### src/rtl/pipe_ctrl_pkg.sv
// Shared types and helpers for the pipeline stall/flush sequencer.
package pipe_ctrl_pkg;

  localparam int unsigned DEF_CNT_W  = 16;
  localparam int unsigned DEF_WAIT_W = 4;

  typedef enum logic [1:0] {
    IDLE     = 2'd0,
    RUN      = 2'd1,
    MEM_WAIT = 2'd2,
    HALT     = 2'd3
  } state_e;

  // One bundle for every control line the sequencer drives into the pipeline.
  typedef struct packed {
    logic pc_write;
    logic if_id_write;
    logic if_id_flush;
    logic id_ex_bubble;
    logic pipe_freeze;
    logic error;
  } pipe_ctrl_t;

  // Whole pipeline held: nothing loads, nothing is zeroed.
  function automatic pipe_ctrl_t freeze_ctrl();
    pipe_ctrl_t c;
    c.pc_write     = 1'b0;
    c.if_id_write  = 1'b0;
    c.if_id_flush  = 1'b0;
    c.id_ex_bubble = 1'b0;
    c.pipe_freeze  = 1'b1;
    c.error        = 1'b0;
    return c;
  endfunction

  // Pipeline advances; a load-use stall outranks a taken branch because the
  // branch is re-evaluated once the stalled instruction moves on.
  function automatic pipe_ctrl_t advance_ctrl(input logic load_use,
                                              input logic branch_taken);
    pipe_ctrl_t c;
    c.pc_write     = 1'b1;
    c.if_id_write  = 1'b1;
    c.if_id_flush  = 1'b0;
    c.id_ex_bubble = 1'b0;
    c.pipe_freeze  = 1'b0;
    c.error        = 1'b0;
    if (load_use) begin
      c.pc_write     = 1'b0;
      c.if_id_write  = 1'b0;
      c.id_ex_bubble = 1'b1;
    end else if (branch_taken) begin
      c.if_id_flush  = 1'b1;
    end
    return c;
  endfunction

endpackage

### src/rtl/sat_counter.sv
// Up-counter that sticks at its all-ones value instead of wrapping.
module sat_counter
  import pipe_ctrl_pkg::*;
#(
  parameter int unsigned W = DEF_CNT_W
) (
  input  logic         clk_i,
  input  logic         rst_i,
  input  logic         inc_i,
  output logic [W-1:0] cnt_o
);

  logic [W-1:0] cnt_q;
  logic [W-1:0] cnt_d;

  // Next count: step only while below the ceiling.
  always_comb begin
    cnt_d = cnt_q;
    if (inc_i && (cnt_q != {W{1'b1}})) begin
      cnt_d = cnt_q + W'(1);
    end
  end

  // Count register, cleared by the asynchronous reset.
  always_ff @(posedge clk_i or posedge rst_i) begin
    if (rst_i) begin
      cnt_q <= '0;
    end else begin
      cnt_q <= cnt_d;
    end
  end

  assign cnt_o = cnt_q;

endmodule

### src/rtl/pipeline_hazard_ctrl.sv
// Stall/flush sequencer: merges load-use, branch flush and data-memory wait
// into one set of per-stage controls, with a wait watchdog and perf counters.
module pipeline_hazard_ctrl
  import pipe_ctrl_pkg::*;
#(
  parameter int unsigned CNT_W    = DEF_CNT_W,
  parameter int unsigned WAIT_W   = DEF_WAIT_W,
  parameter int unsigned MAX_WAIT = 15
) (
  input  logic             clk_i,
  input  logic             rst_i,
  input  logic             start_i,
  input  logic             load_use_i,
  input  logic             branch_taken_i,
  input  logic             dmem_req_i,
  input  logic             dmem_ack_i,
  output logic             pc_write_o,
  output logic             if_id_write_o,
  output logic             if_id_flush_o,
  output logic             id_ex_bubble_o,
  output logic             pipe_freeze_o,
  output logic             error_o,
  output logic [CNT_W-1:0] stall_cnt_o,
  output logic [CNT_W-1:0] flush_cnt_o
);

  localparam logic [WAIT_W-1:0] MAX_WAIT_V = WAIT_W'(MAX_WAIT);

  state_e            state_q;
  state_e            state_d;
  logic [WAIT_W-1:0] wait_cnt_q;
  logic [WAIT_W-1:0] wait_cnt_d;
  logic              error_q;
  logic              error_d;
  pipe_ctrl_t        ctrl;
  logic              stall_inc;
  logic              flush_inc;

  // Decode controls from the registered state plus this cycle's requests, so
  // a stall bites in the same cycle it is raised; also pick the next state.
  always_comb begin
    state_d    = state_q;
    wait_cnt_d = wait_cnt_q;
    error_d    = error_q;
    ctrl       = freeze_ctrl();
    case (state_q)
      IDLE: begin
        if (start_i) begin
          state_d = RUN;
        end
      end
      RUN: begin
        if (dmem_req_i && !dmem_ack_i) begin
          ctrl       = freeze_ctrl();
          wait_cnt_d = WAIT_W'(1);
          state_d    = MEM_WAIT;
        end else begin
          ctrl = advance_ctrl(load_use_i, branch_taken_i);
        end
      end
      MEM_WAIT: begin
        if (dmem_ack_i) begin
          ctrl       = advance_ctrl(load_use_i, branch_taken_i);
          wait_cnt_d = '0;
          state_d    = RUN;
        end else if (wait_cnt_q == MAX_WAIT_V) begin
          state_d = HALT;
          error_d = 1'b1;
        end else begin
          wait_cnt_d = wait_cnt_q + WAIT_W'(1);
        end
      end
      HALT: begin
        state_d = HALT;
      end
      default: begin
        state_d = IDLE;
      end
    endcase
    ctrl.error = error_q;
  end

  // Perf-counter events: stalls only count while the pipeline is live.
  always_comb begin
    stall_inc = ((state_q == RUN) || (state_q == MEM_WAIT)) && !ctrl.pc_write;
    flush_inc = ctrl.if_id_flush;
  end

  // State, wait counter and sticky timeout flag.
  always_ff @(posedge clk_i or posedge rst_i) begin
    if (rst_i) begin
      state_q    <= IDLE;
      wait_cnt_q <= '0;
      error_q    <= 1'b0;
    end else begin
      state_q    <= state_d;
      wait_cnt_q <= wait_cnt_d;
      error_q    <= error_d;
    end
  end

  sat_counter #(.W(CNT_W)) u_stall_cnt (
    .clk_i (clk_i),
    .rst_i (rst_i),
    .inc_i (stall_inc),
    .cnt_o (stall_cnt_o)
  );

  sat_counter #(.W(CNT_W)) u_flush_cnt (
    .clk_i (clk_i),
    .rst_i (rst_i),
    .inc_i (flush_inc),
    .cnt_o (flush_cnt_o)
  );

  assign pc_write_o     = ctrl.pc_write;
  assign if_id_write_o  = ctrl.if_id_write;
  assign if_id_flush_o  = ctrl.if_id_flush;
  assign id_ex_bubble_o = ctrl.id_ex_bubble;
  assign pipe_freeze_o  = ctrl.pipe_freeze;
  assign error_o        = ctrl.error;

endmodule

### config.mk
export PLATFORM = sky130hd
export DESIGN_NAME = pipeline_hazard_ctrl
export DESIGN_NICKNAME = d
export VERILOG_FILES = /design/src/rtl/pipe_ctrl_pkg.sv /design/src/rtl/sat_counter.sv /design/src/rtl/pipeline_hazard_ctrl.sv
export SDC_FILE = /design/constraint.sdc
export NUM_CORES = 1
export LEC_CHECK = 0
export CORE_MARGIN = 3
export CORE_UTILIZATION = 54
export DETAILED_ROUTE_END_ITERATION = 12
export PLACE_DENSITY = 0.85
export SLEW_MARGIN = 15
export SYNTH_ARGS = -nofsm -noshare
export SYNTH_HDL_FRONTEND = slang
export SYNTH_SLANG_ARGS = --single-unit
### constraint.sdc
create_clock -name clk_i -period 2.75 [get_ports clk_i]
set_input_delay 0.4125 -clock clk_i [delete_from_list [all_inputs] [get_ports clk_i]]
set_output_delay 0.4125 -clock clk_i [all_outputs]
set_load 0.005 [all_outputs]
==> run summary <==
The flow ran to the end, and the final reports show no timing, DRC or antenna violations. In this run the deepest clock path goes through 2 buffers. The tools report the nature of the critical path startpoint as a flip-flop.

The logs give 472 uV for the largest voltage drop on the vdd net and 0 for the remaining global-route overflow. The internal reg-to-reg setup slack is 0.71 ns. The clock network burns 20.6% of the power. Counting the fill cells in the layout gives 266.

For the total core area, the log shows 3470 sq um. The routed layout has 1591 vias. The first global-routing pass estimated 7130 um of wire.

The number of placed instances, taps included, is 278. The tool flagged a number of max-cap violations equal to 0. Setup repair after global routing left no endpoint under its margin. Dividing the detail-routed via count by the number of cells gives 5.56. After routing, the total negative slack on setup checks comes to 0 ns. The finished layout holds 286 standard cells, fillers aside.

The worst setup path is captured at a primary output. For this run, the detailed router's first-pass iteration total came to 4. The leakage dissipation was 1.10 nW; the initial antenna violation count was 0. In the layout the commonest cells are sky130_fd_sc_hd__clkdlybuf4s50_1 (44), sky130_fd_sc_hd__dfrtp_1 (39), sky130_fd_sc_hd__xnor2_1 (21), sky130_fd_sc_hd__nand4_1 (15), sky130_fd_sc_hd__nand3_1 (14). The logs give 2.16 ns for the data arrival time of the worst path and 2520 sq um for the post-placement cell area. The root buffer cell chosen for the clock tree is sky130_fd_sc_hd__clkbuf_8. Measured in cells, the most critical reg-to-reg path has a length of 5.

At the end of routability-driven placement, the weighted congestion stood at 0.753. The worst hold path begins at error_o. At the worst endpoint, the required time is 2.34 ns. The fraction of power spent switching nets is 35.5%. The run gives 2 as the number of H-tree levels. Once layout is done, the placed cells without fillers occupy 2610 sq um. The clock slew at the register clock pins of the worst setup and hold paths was 0.08 ns. In the final routed layout, each cell accounts on average for 14.6 um. During synthesis, Yosys emitted a total of 0 warnings.

Counting the buffers created by CTS gives 5. Setup violations remaining at the end of the flow were counted as 0. The synthesized design contains 39 register bits. The area enclosed by the die boundary was 4520 sq um. Subtracting the final worst setup slack from the clock period gives 2.57 ns. The cell count of the worst hold path came out at 1. The top-level port count was 45; the row count was 21.

For the number of instances resized during post-cts repair, the log shows 0. The final worst-path cycle share is 93.6%. In this run the worst path has a maximum fanout of 6. The reg-to-reg startpoint was state_q[0].

The max-slew violation total from the final report came out at 0. The count of hold buffers inserted by post-cts repair came out at 0. For the pin with the worst max-slew slack, the measured transition is 0.489 ns.

The area growth from synthesis to layout is 29.0%. The reg-to-reg endpoint is u_flush_cnt.cnt_o[1]. TritonCTS built the clock tree. The highest attainable clock frequency came out at 389 MHz. The HPWL after detailed placement is 3000 um. In this run, flip-flops and latches consume 42.7% of the power.

In this run the tightest slew margin relative to its limit is 67.0%. The tools report the net switching power as 0.664 mW. For this design, the sink count on the clock tree is 39. The die outline height was 67.3 um; the starting DRC count in detailed routing was 104.

After layout, the design draws a total of 1.87 mW. The worst clock skew was 0.00957 ns; the post-synthesis sequential area ratio was 48.1%. The combined area of all synthesized cells was 2030 sq um; the cell-internal power was 1.21 mW.

Cells fill 75.4% of the core in the end. The logs give 1600 for the number of global-route vias before repair and 36.7% for the combinational share of power. The count of nets left with antenna violations once routing finished came out at 0.

The worst hold path belongs to the class flip-flop to flip-flop. The setup path with the least slack is of type flip-flop to primary output. The net count reported at finish is 254.

Global routing used 20.8% of the available tracks. Summed over all layers, the routed wires come to 4180 um. For the worst-skew pair, the clock arrives at the later sink with an insertion delay of 0.29 ns.

The run gives 0 as the number of antenna diodes. The number of cells produced by synthesis was 188; the final-report hold violation count was 0. Average cell area after synthesis: 10.8 sq um. After synthesis, the netlist uses 36 different library cells. The number of nets in the synthesized netlist is 203, and the share of cells above drive strength 1 is 8.75%. The die width was 67.3 um. Post-CTS timing repair inserted 0 buffers for setup.

For hold timing, the worst endpoint is error_o. The largest net degree at the start of global routing came out at 40. In this run the power density over the cells is 716 nW/um^2.

The leading cell type in the layout, fill and taps excluded was sky130_fd_sc_hd__clkdlybuf4s50_1. The count of input and output buffers works out to 44. Once the floorplan was initialized, standard cells occupied 58.4% of the core.

After detailed routing, the number of remaining DRC violations is 0.
## state kept, by name, summed over array words and instances (netlist names)
register,count
state_q,2
u_stall_cnt.cnt_o,16
wait_cnt_q,4
error_o,1
u_flush_cnt.cnt_o,16
## cells by family (layout without fill, tap and decap cells)
| family | Yosys count | count (layout) | synth area share (%) |
|---|---|---|---|
| simple gates | 75 | 75 | 20.6 |
| flops | 39 | 39 | 48.1 |
| xor+xnor | 28 | 28 | 12.1 |
| compound gates | 26 | 26 | 10.4 |
| fa+ha+maj | 8 | 8 | 4.94 |
| buf+inv | 8 | 60 | 1.67 |
| mux | 4 | 4 | 2.16 |
## cell usage after synthesis
| master | instances | area, sq um |
|---|---|---|
| sky130_fd_sc_hd__nor3_1 | 3 | 15.0 |
| sky130_fd_sc_hd__nor2_1 | 11 | 41.3 |
| sky130_fd_sc_hd__and2b_1 | 2 | 15.0 |
| sky130_fd_sc_hd__inv_1 | 7 | 26.3 |
| sky130_fd_sc_hd__and2_1 | 2 | 12.5 |
| sky130_fd_sc_hd__buf_4 | 1 | 7.51 |
| sky130_fd_sc_hd__nand2_1 | 10 | 37.5 |
| sky130_fd_sc_hd__nand2b_1 | 2 | 12.5 |
| sky130_fd_sc_hd__nor3_2 | 1 | 10.0 |
| sky130_fd_sc_hd__a311oi_4 | 1 | 26.3 |
| sky130_fd_sc_hd__nand3_1 | 14 | 70.1 |
| sky130_fd_sc_hd__and3_1 | 7 | 43.8 |
| sky130_fd_sc_hd__o21ai_0 | 5 | 25.0 |
| sky130_fd_sc_hd__a31oi_1 | 1 | 6.26 |
| sky130_fd_sc_hd__nor2b_1 | 2 | 12.5 |
| sky130_fd_sc_hd__o21a_2 | 1 | 8.76 |
| sky130_fd_sc_hd__xor2_1 | 7 | 61.3 |
| sky130_fd_sc_hd__o22ai_1 | 1 | 6.26 |
| sky130_fd_sc_hd__dfrtp_1 | 39 | 976 |
| sky130_fd_sc_hd__or2_2 | 1 | 6.26 |
| sky130_fd_sc_hd__a21oi_1 | 10 | 50.1 |
| sky130_fd_sc_hd__nor4_2 | 1 | 12.5 |
| sky130_fd_sc_hd__mux2i_1 | 1 | 10.0 |
| sky130_fd_sc_hd__a211oi_2 | 1 | 12.5 |
| sky130_fd_sc_hd__o221ai_1 | 1 | 8.76 |
| sky130_fd_sc_hd__ha_1 | 8 | 100 |
| sky130_fd_sc_hd__o21a_1 | 1 | 7.51 |
| sky130_fd_sc_hd__nand4_1 | 15 | 93.8 |
| sky130_fd_sc_hd__xnor2_1 | 21 | 184 |
| sky130_fd_sc_hd__and4_1 | 3 | 26.3 |
| sky130_fd_sc_hd__a21oi_2 | 1 | 8.76 |
| sky130_fd_sc_hd__mux2_2 | 3 | 33.8 |
| sky130_fd_sc_hd__a311oi_1 | 1 | 8.76 |
| sky130_fd_sc_hd__nand3b_1 | 1 | 7.51 |
| sky130_fd_sc_hd__o2111ai_4 | 1 | 26.3 |
| sky130_fd_sc_hd__o311ai_2 | 1 | 16.3 |
## cell type report
| class | count | area (sq um) | area share, % |
|---|---|---|---|
| clock buffers | 5 | 68.8 | 2.63 |
| flip-flops and latches | 39 | 976 | 37.3 |
| clock inverters | 3 | 20.0 | 0.766 |
| multi-input cells | 141 | 1020 | 38.9 |
| well taps | 46 | 57.6 | 2.20 |
| inverters | 7 | 26.3 | 1.01 |
| repair buffers | 45 | 448 | 17.1 |
## through the flow
step | hold WS, ns | worst slack [ns]
finish | 0.493 | 0.177
global route | 0.507 | 0.000727
CTS | 0.501 | 0.162
detailed placement | 0.483 | 0.325
global placement | 0.455 | 0.358
floorplan | 0.465 | 0.897
## critical path, cell delays in order (launching register included)
cell	delay, ns
sky130_fd_sc_hd__dfrtp_1	0.44
sky130_fd_sc_hd__inv_1	0.09
sky130_fd_sc_hd__ha_1	0.26
sky130_fd_sc_hd__o21a_2	0.25
sky130_fd_sc_hd__o2111ai_4	0.31
sky130_fd_sc_hd__inv_1	0.07
sky130_fd_sc_hd__clkdlybuf4s50_1	0.44
## worst max-delay path by stage
stage                            endpoint       start
floorplan           u_stall_cnt.cnt_o[14]  state_q[1]
global placement            if_id_flush_o  dmem_ack_i
detailed placement             pc_write_o  dmem_ack_i
CTS                         if_id_flush_o  state_q[0]
global route                   pc_write_o  state_q[0]
finish                      if_id_flush_o  state_q[0]
## layer usage
layer	vias up	track usage (%)	wire, um
met2	39	34.6	2060
met3	2	6.66	191
met5	-	0	0
li1	779	-	-
met1	771	26.6	1910
met4	0	4.56	19
## power groups by stage
stage,clock network [mW],registers (mW),logic [mW]
3_3_place_gp,0,0.805,0.670
5_1_grt,0.426,0.823,0.772
2_1_floorplan,0,0.791,0.422
6_report,0.386,0.800,0.687
4_1_cts,0.394,0.799,0.695
3_5_place_dp,0,0.811,0.692
Note: power is estimated with default switching activity, not from simulation.
